**config.mk**
```make
export PLATFORM = sky130hd
export DESIGN_NAME = imem_port_arbiter
export DESIGN_NICKNAME = d
export VERILOG_FILES = /design/src/rtl/imem_port_arbiter.sv
export SDC_FILE = /design/constraint.sdc
export NUM_CORES = 1
export LEC_CHECK = 0
export CORE_AREA = 2 2 108 110
export CTS_BUF_LIST = sky130_fd_sc_hd__clkbuf_16
export CTS_CLUSTER_DIAMETER = 50
export DETAILED_ROUTE_END_ITERATION = 12
export DIE_AREA = 0 0 110 112
export DONT_BUFFER_PORTS = 1
export GPL_TIMING_DRIVEN = 1
export PLACE_DENSITY_LB_ADDON = 0.05
export SLEW_MARGIN = 15
export SYNTH_ARGS = -nofsm -noshare
export SYNTH_HDL_FRONTEND = slang
export SYNTH_SLANG_ARGS = --single-unit
```
**constraint.sdc**
```tcl
create_clock -name i_clk -period 3.5 [get_ports i_clk]
set_input_delay 0.7 -clock i_clk [delete_from_list [all_inputs] [get_ports i_clk]]
set_output_delay 0.7 -clock i_clk [all_outputs]
set_load 0.01 [all_outputs]
```
**src/rtl/imem_port_arbiter.sv**
```systemverilog
// imem_port_arbiter: shares one single-port instruction RAM between fetch (F) and loader (L)
// Define IMEM_ARB_STATS_EN to build the saturating stall/grant statistics counters.
module imem_port_arbiter #(
  parameter int          MEM_WORDS = 2048,
  parameter int          MAX_WAIT  = 4,
  parameter logic [31:0] NOP_WORD  = 32'h0000_0013
) (
  input  logic        i_clk,
  input  logic        i_reset,
  input  logic        i_f_valid,
  input  logic [31:0] i_f_addr,
  output logic        o_f_ready,
  output logic        o_f_rvalid,
  output logic [31:0] o_f_rdata,
  output logic        o_f_err,
  input  logic        i_l_valid,
  input  logic        i_l_we,
  input  logic [31:0] i_l_addr,
  input  logic [31:0] i_l_wdata,
  output logic        o_l_ready,
  output logic        o_l_rvalid,
  output logic [31:0] o_l_rdata,
  output logic        o_l_err,
  output logic        o_mem_en,
  output logic        o_mem_we,
  output logic [10:0] o_mem_idx,
  output logic [31:0] o_mem_wdata,
  input  logic [31:0] i_mem_rdata,
  output logic [15:0] o_stat_f_stall,
  output logic [15:0] o_stat_l_grant
);
  localparam logic [31:0] LIMIT = 32'(MEM_WORDS * 4);
  localparam int WW = $clog2(MAX_WAIT + 1);
  localparam logic [WW-1:0] WMAX = WW'(MAX_WAIT);
  localparam logic [1:0] SRC_ZERO = 2'd0;
  localparam logic [1:0] SRC_MEM  = 2'd1;
  localparam logic [1:0] SRC_NOP  = 2'd2;
  logic [WW-1:0] wait_q, wait_d;
  logic [10:0] idx_q;
  logic [31:0] wdata_q, addr, rdata;
  logic [1:0] src_q, src_d;
  logic f_rsp_q, l_rsp_q, err_q, err_d;
  logic gnt_l, gnt_f, gnt, mis, oor;
  // Grants are masked during reset so every output reads 0 while it is held.
  always_comb begin
    gnt_l       = !i_reset && i_l_valid && !(i_f_valid && wait_q == WMAX);
    gnt_f       = !i_reset && i_f_valid && !gnt_l;
    gnt         = gnt_l || gnt_f;
    addr        = gnt_l ? i_l_addr : i_f_addr;
    mis         = addr[1:0] != 2'b00;
    oor         = addr >= LIMIT;
    o_f_ready   = gnt_f;
    o_l_ready   = gnt_l;
    o_mem_en    = gnt && !mis && !oor;
    o_mem_we    = o_mem_en && gnt_l && i_l_we;
    o_mem_idx   = o_mem_en ? addr[12:2] : idx_q;
    o_mem_wdata = o_mem_we ? i_l_wdata : wdata_q;
    err_d       = mis || (oor && gnt_l);
    src_d       = mis ? SRC_ZERO : oor ? (gnt_l ? SRC_ZERO : SRC_NOP) : (gnt_l && i_l_we) ? SRC_ZERO : SRC_MEM;
    wait_d      = (!i_f_valid || gnt_f) ? '0 : (gnt_l && wait_q != WMAX) ? wait_q + 1'b1 : wait_q;
    rdata       = src_q == SRC_MEM ? i_mem_rdata : src_q == SRC_NOP ? NOP_WORD : '0;
    o_f_rvalid  = f_rsp_q;
    o_f_rdata   = f_rsp_q ? rdata : '0;
    o_f_err     = f_rsp_q && err_q;
    o_l_rvalid  = l_rsp_q;
    o_l_rdata   = l_rsp_q ? rdata : '0;
    o_l_err     = l_rsp_q && err_q;
  end
  always_ff @(posedge i_clk or posedge i_reset) begin
    if (i_reset) begin
      wait_q  <= '0;
      idx_q   <= '0;
      wdata_q <= '0;
      src_q   <= SRC_ZERO;
      err_q   <= 1'b0;
      f_rsp_q <= 1'b0;
      l_rsp_q <= 1'b0;
    end else begin
      wait_q  <= wait_d;
      idx_q   <= o_mem_idx;
      wdata_q <= o_mem_wdata;
      src_q   <= src_d;
      err_q   <= err_d;
      f_rsp_q <= gnt_f;
      l_rsp_q <= gnt_l;
    end
  end
`ifdef IMEM_ARB_STATS_EN
  logic [15:0] f_stall_q, l_grant_q;
  always_ff @(posedge i_clk or posedge i_reset) begin
    if (i_reset) begin
      f_stall_q <= '0;
      l_grant_q <= '0;
    end else begin
      if (i_f_valid && !gnt_f && f_stall_q != 16'hFFFF) f_stall_q <= f_stall_q + 16'd1;
      if (gnt_l && l_grant_q != 16'hFFFF) l_grant_q <= l_grant_q + 16'd1;
    end
  end
  assign o_stat_f_stall = f_stall_q;
  assign o_stat_l_grant = l_grant_q;
`else
  assign o_stat_f_stall = '0;
  assign o_stat_l_grant = '0;
`endif
endmodule

```
==> results by stage <==
Cells and area:
- Leaving out filler cells and counting taps, the final layout contains 434.
- The proportion of layout cells with a drive suffix above 1 is 23.7%.
- The number of antenna diodes in the final layout is 0.
- The area growth from synthesis to final layout is 7.32%.
- The number of nets in the finished design is 425.
- Registers take 1280 sq um.
- The layout has 1184 filler cells.
- The library cells used most frequently in the layout, excluding fill and tap cells, are sky130_fd_sc_hd__and3_1 (59), sky130_fd_sc_hd__dfrtp_1 (51), sky130_fd_sc_hd__nand2_1 (37).
- The multi-input logic area is 1540 sq um.
- The most frequent standard cell in the layout excluding fill and tap cells is sky130_fd_sc_hd__and3_1.

Synth:
- The synthesized design contains 51 register bits.
- For this run, the leading register cell type out of synthesis is sky130_fd_sc_hd__dfrtp_1.
- In this run, distinct cell masters in the synthesized netlist total 34.
- The average instance in the mapped netlist occupies 10.3 sq um.
- For this run, the number of Yosys warnings is 0.
- The total standard cell area after synthesis is 3040 sq um.
- The gate count of the mapped netlist is 296.
- The proportion of synthesized chip area in sequential cells is 41.9%.
- Of all flip-flops after synthesis, the portion carrying an async set or reset was 100%.
- The count of flip-flops with a built-in enable after synthesis is 0.

Clocking:
- The number of sinks driven by the clock tree is 51.
- Clock-pin slew was measured on the worst setup and hold paths at 0.07 ns.
- The number of gates resized after CTS was 0.
- Counting the buffers created by CTS gives 5.
- The maximum clock insertion buffer count is 2.
- The buffers inserted during post-CTS setup optimization is 0.
- The number of hold buffers added after CTS was 0.
- In this run the number of H-tree levels came out at 2.
- Clock tree synthesis selected as its root buffer the cell sky130_fd_sc_hd__clkbuf_16.
- The TritonCTS clock tree is done.
- The source-to-sink clock delay at the later pin of the worst-skew pair is 0.29 ns.

Pwr:
- VDD sags by at most 201 uV.
- Of the total power, the clock network draws 49.0%.
- The analysis attributes to cell leakage a power of 1.80 nW.
- Sequential cells burn 45.8% of the power.
- The net switching share of the total power is 21.9%.
- Power spread over the standard cell area amounts to 402 nW/um^2.
- The analysis attributes to net switching a power of 288 uW.
- Of the total power, combinational logic draws 5.2%.
- The internal power is 1.02 mW.

Route:
- The first detailed-routing pass ran for 4 iterations.
- Across all layers, the routed design uses 2094 vias.
- In this run the remaining antenna-violating nets after routing total 0.
- After detailed routing, the number of remaining DRC violations is 0.
- The initial detailed-routing violation count is 68.
- After detailed routing, the number of vias per cell comes to 4.82.
- The routed design has 7960 microns of wire.
- The detailed-route wire length per cell is 18.3 microns.

Timing:
- After routing, the total negative slack on setup checks comes to 0 ns.
- The hold violation count in the final report is 0.
- The clock skew is 0.00504 ns.
- Setup violations remaining at the end of the flow were counted as 0.
- The fraction of the cycle the final worst path needs is 93.1%.
- Setup repair after global routing left no endpoint under its margin.
- At the pin with the least slew margin, the transition time is 0.812 ns.
- The final critical-path required period is 3.26 ns.
- The final number of max-transition violations is 0.
- Static timing analysis puts the maximum clock frequency at 307 MHz.
- The setup slack of the critical path after layout is 0.242 ns.
- The headroom to the max-slew limit is 45.9%.
- On the final layout, the worst hold slack is 0.515 ns.

Worst setup path:
- STA puts the critical path data arrival time at 2.56 ns.
- The data required time at the worst endpoint is 2.80 ns.
- Of all nets on the critical path, the largest fanout is 32.
- The cell count of the worst reg-to-reg path is 9.
- The endpoint class of the critical path is an output port.
- The type of the worst setup path is reg2out.
- The startpoint type of the worst setup path is a flip-flop.

Placement:
- After detailed placement, the design holds a cell count of 426.
- The worst setup timing slack at the placement stage is 0.292 ns.
- The half-perimeter wire length of the detailed placement result is 6400 microns.
- The global placement routability congestion is 0.748.
- The number of port buffers is 0.

Min path:
- The class of the tightest hold or removal check is in2async.

Die:
- The y dimension of the die is 112 microns.
- The I/O pin count is 280.
- The initial utilization of the core area, before any placement, comes to 27.2%.
- The number of rows in the core area is 39.
- The floorplan step defined a die boundary enclosing 12300 sq um.
- The die is 110 microns wide.
- The region available for standard cell placement spans 11200 sq um.

Flow run:
- Max-cap violations in this run came to 0.

Global route:
- The leftover overflow at the end of global routing is 0.
- The initial antenna violation count is 0.
- The global-route wire length before repair is 11000 microns.
- The number of global-route vias before repair came to 2004.
- Global routing used 11.9% of the available tracks.
- Entering global routing, the biggest net connects 53 pins.

Outcome:
- The flow ran to the end, and the final reports show no timing, DRC or antenna violations.
stage by stage:
| stage | util (%) | instance area [sq um] | power [mW] |
|---|---|---|---|
| 2_1_floorplan | - | 3160 | 0.694 |
| 3_3_place_gp | 27.5 | 3070 | 0.684 |
| 3_5_place_dp | 27.5 | 3070 | 0.683 |
| 4_1_cts | 29.2 | 3270 | 1.34 |
| 5_1_grt | 29.2 | 3270 | 1.37 |
| 6_report | 29.2 | 3270 | 1.31 |
sequential cells by signal, indices dropped and copies added, names as in the netlist:
| name | flops |
|---|---|
| o_f_rvalid | 1 |
| wait_q | 3 |
| wdata_q | 32 |
| idx_q | 11 |
| o_l_rvalid | 1 |
| err_q | 1 |
| src_q | 2 |
cell families (layout without fill, tap and decap cells):
family                   Yosys count  count (layout)  synth area share (%)
other                              1              32                 0.123
flip-flops                        51              51                  41.9
adder cells (fa/ha/maj)            2               2                 0.822
multiplexers                      43              43                  17.0
AND/OR/NAND/NOR                  135             135                  25.9
AO/OA/AOI/OAI                     10              10                  2.75
buffers and inverters             54              18                  11.5
final timing paths:
check                           from         endpoint  slack (ns)
max reg2reg                wait_q[0]      wdata_q[15]        1.10
max in group asynchronous    i_reset         idx_q[7]        2.51
min reg2reg                 idx_q[3]         idx_q[3]        0.53
max                        wait_q[0]  o_mem_wdata[15]        0.24
min                          i_reset        wait_q[2]        0.52
min in group i_clk          idx_q[3]         idx_q[3]        0.53
synthesized netlist by cell type, types with 3 or more instances:
library cell               count  area share [%]
sky130_fd_sc_hd__mux2_4        9             4.4
sky130_fd_sc_hd__and2_1        8             1.6
sky130_fd_sc_hd__dfrtp_1      51              42
sky130_fd_sc_hd__nor2_1        5            0.62
sky130_fd_sc_hd__nor4_2        4             1.6
sky130_fd_sc_hd__nor3_1        3            0.49
sky130_fd_sc_hd__mux2_2       33              12
sky130_fd_sc_hd__nand2_1      37             4.6
sky130_fd_sc_hd__clkbuf_1     13             1.6
sky130_fd_sc_hd__and3_1       59              12
sky130_fd_sc_hd__nor2b_1       5             1.0
sky130_fd_sc_hd__buf_4        35             8.6
sky130_fd_sc_hd__a21o_1        3            0.74
sky130_fd_sc_hd__nor4_1        4            0.82
power groups by stage:
stage | clock network [mW] | logic (mW) | registers [mW]
after floorplan | 0 | 0.0876 | 0.606
after global placement | 0 | 0.0713 | 0.612
after detailed placement | 0 | 0.0706 | 0.613
after CTS | 0.667 | 0.0709 | 0.601
after global routing | 0.685 | 0.0788 | 0.603
final | 0.643 | 0.0681 | 0.601
area by class of cell:
cell class | instances | area share (%)
clock inverter | 3 | 2.18
timing repair buffer | 6 | 1.76
multi-input combinational | 222 | 47.2
tap | 143 | 5.48
inverter | 4 | 0.460
clock buffer | 5 | 3.83
sequential | 51 | 39.1
critical path: stages (launching register included):
cell and delay (ns):
sky130_fd_sc_hd__dfrtp_1 0.40, sky130_fd_sc_hd__inv_1 0.06, sky130_fd_sc_hd__ha_1 0.22, sky130_fd_sc_hd__nand3_1 0.10
sky130_fd_sc_hd__nand3_2 0.26, sky130_fd_sc_hd__inv_2 0.18, sky130_fd_sc_hd__nand2_1 0.15, sky130_fd_sc_hd__nor3_4 0.24
sky130_fd_sc_hd__buf_12 0.22, sky130_fd_sc_hd__mux2_2 0.41
per-layer routing:
layer  track usage, %  vias to the layer above  part of all wire, %
li1                 -                      940                    -
met1             12.2                      993                   34
met2             22.9                      157                   55
met3             3.28                        4                   10
met4             3.54                        0                 0.92
met5                0                        -                    0
Power figures use the tool's default switching activity.
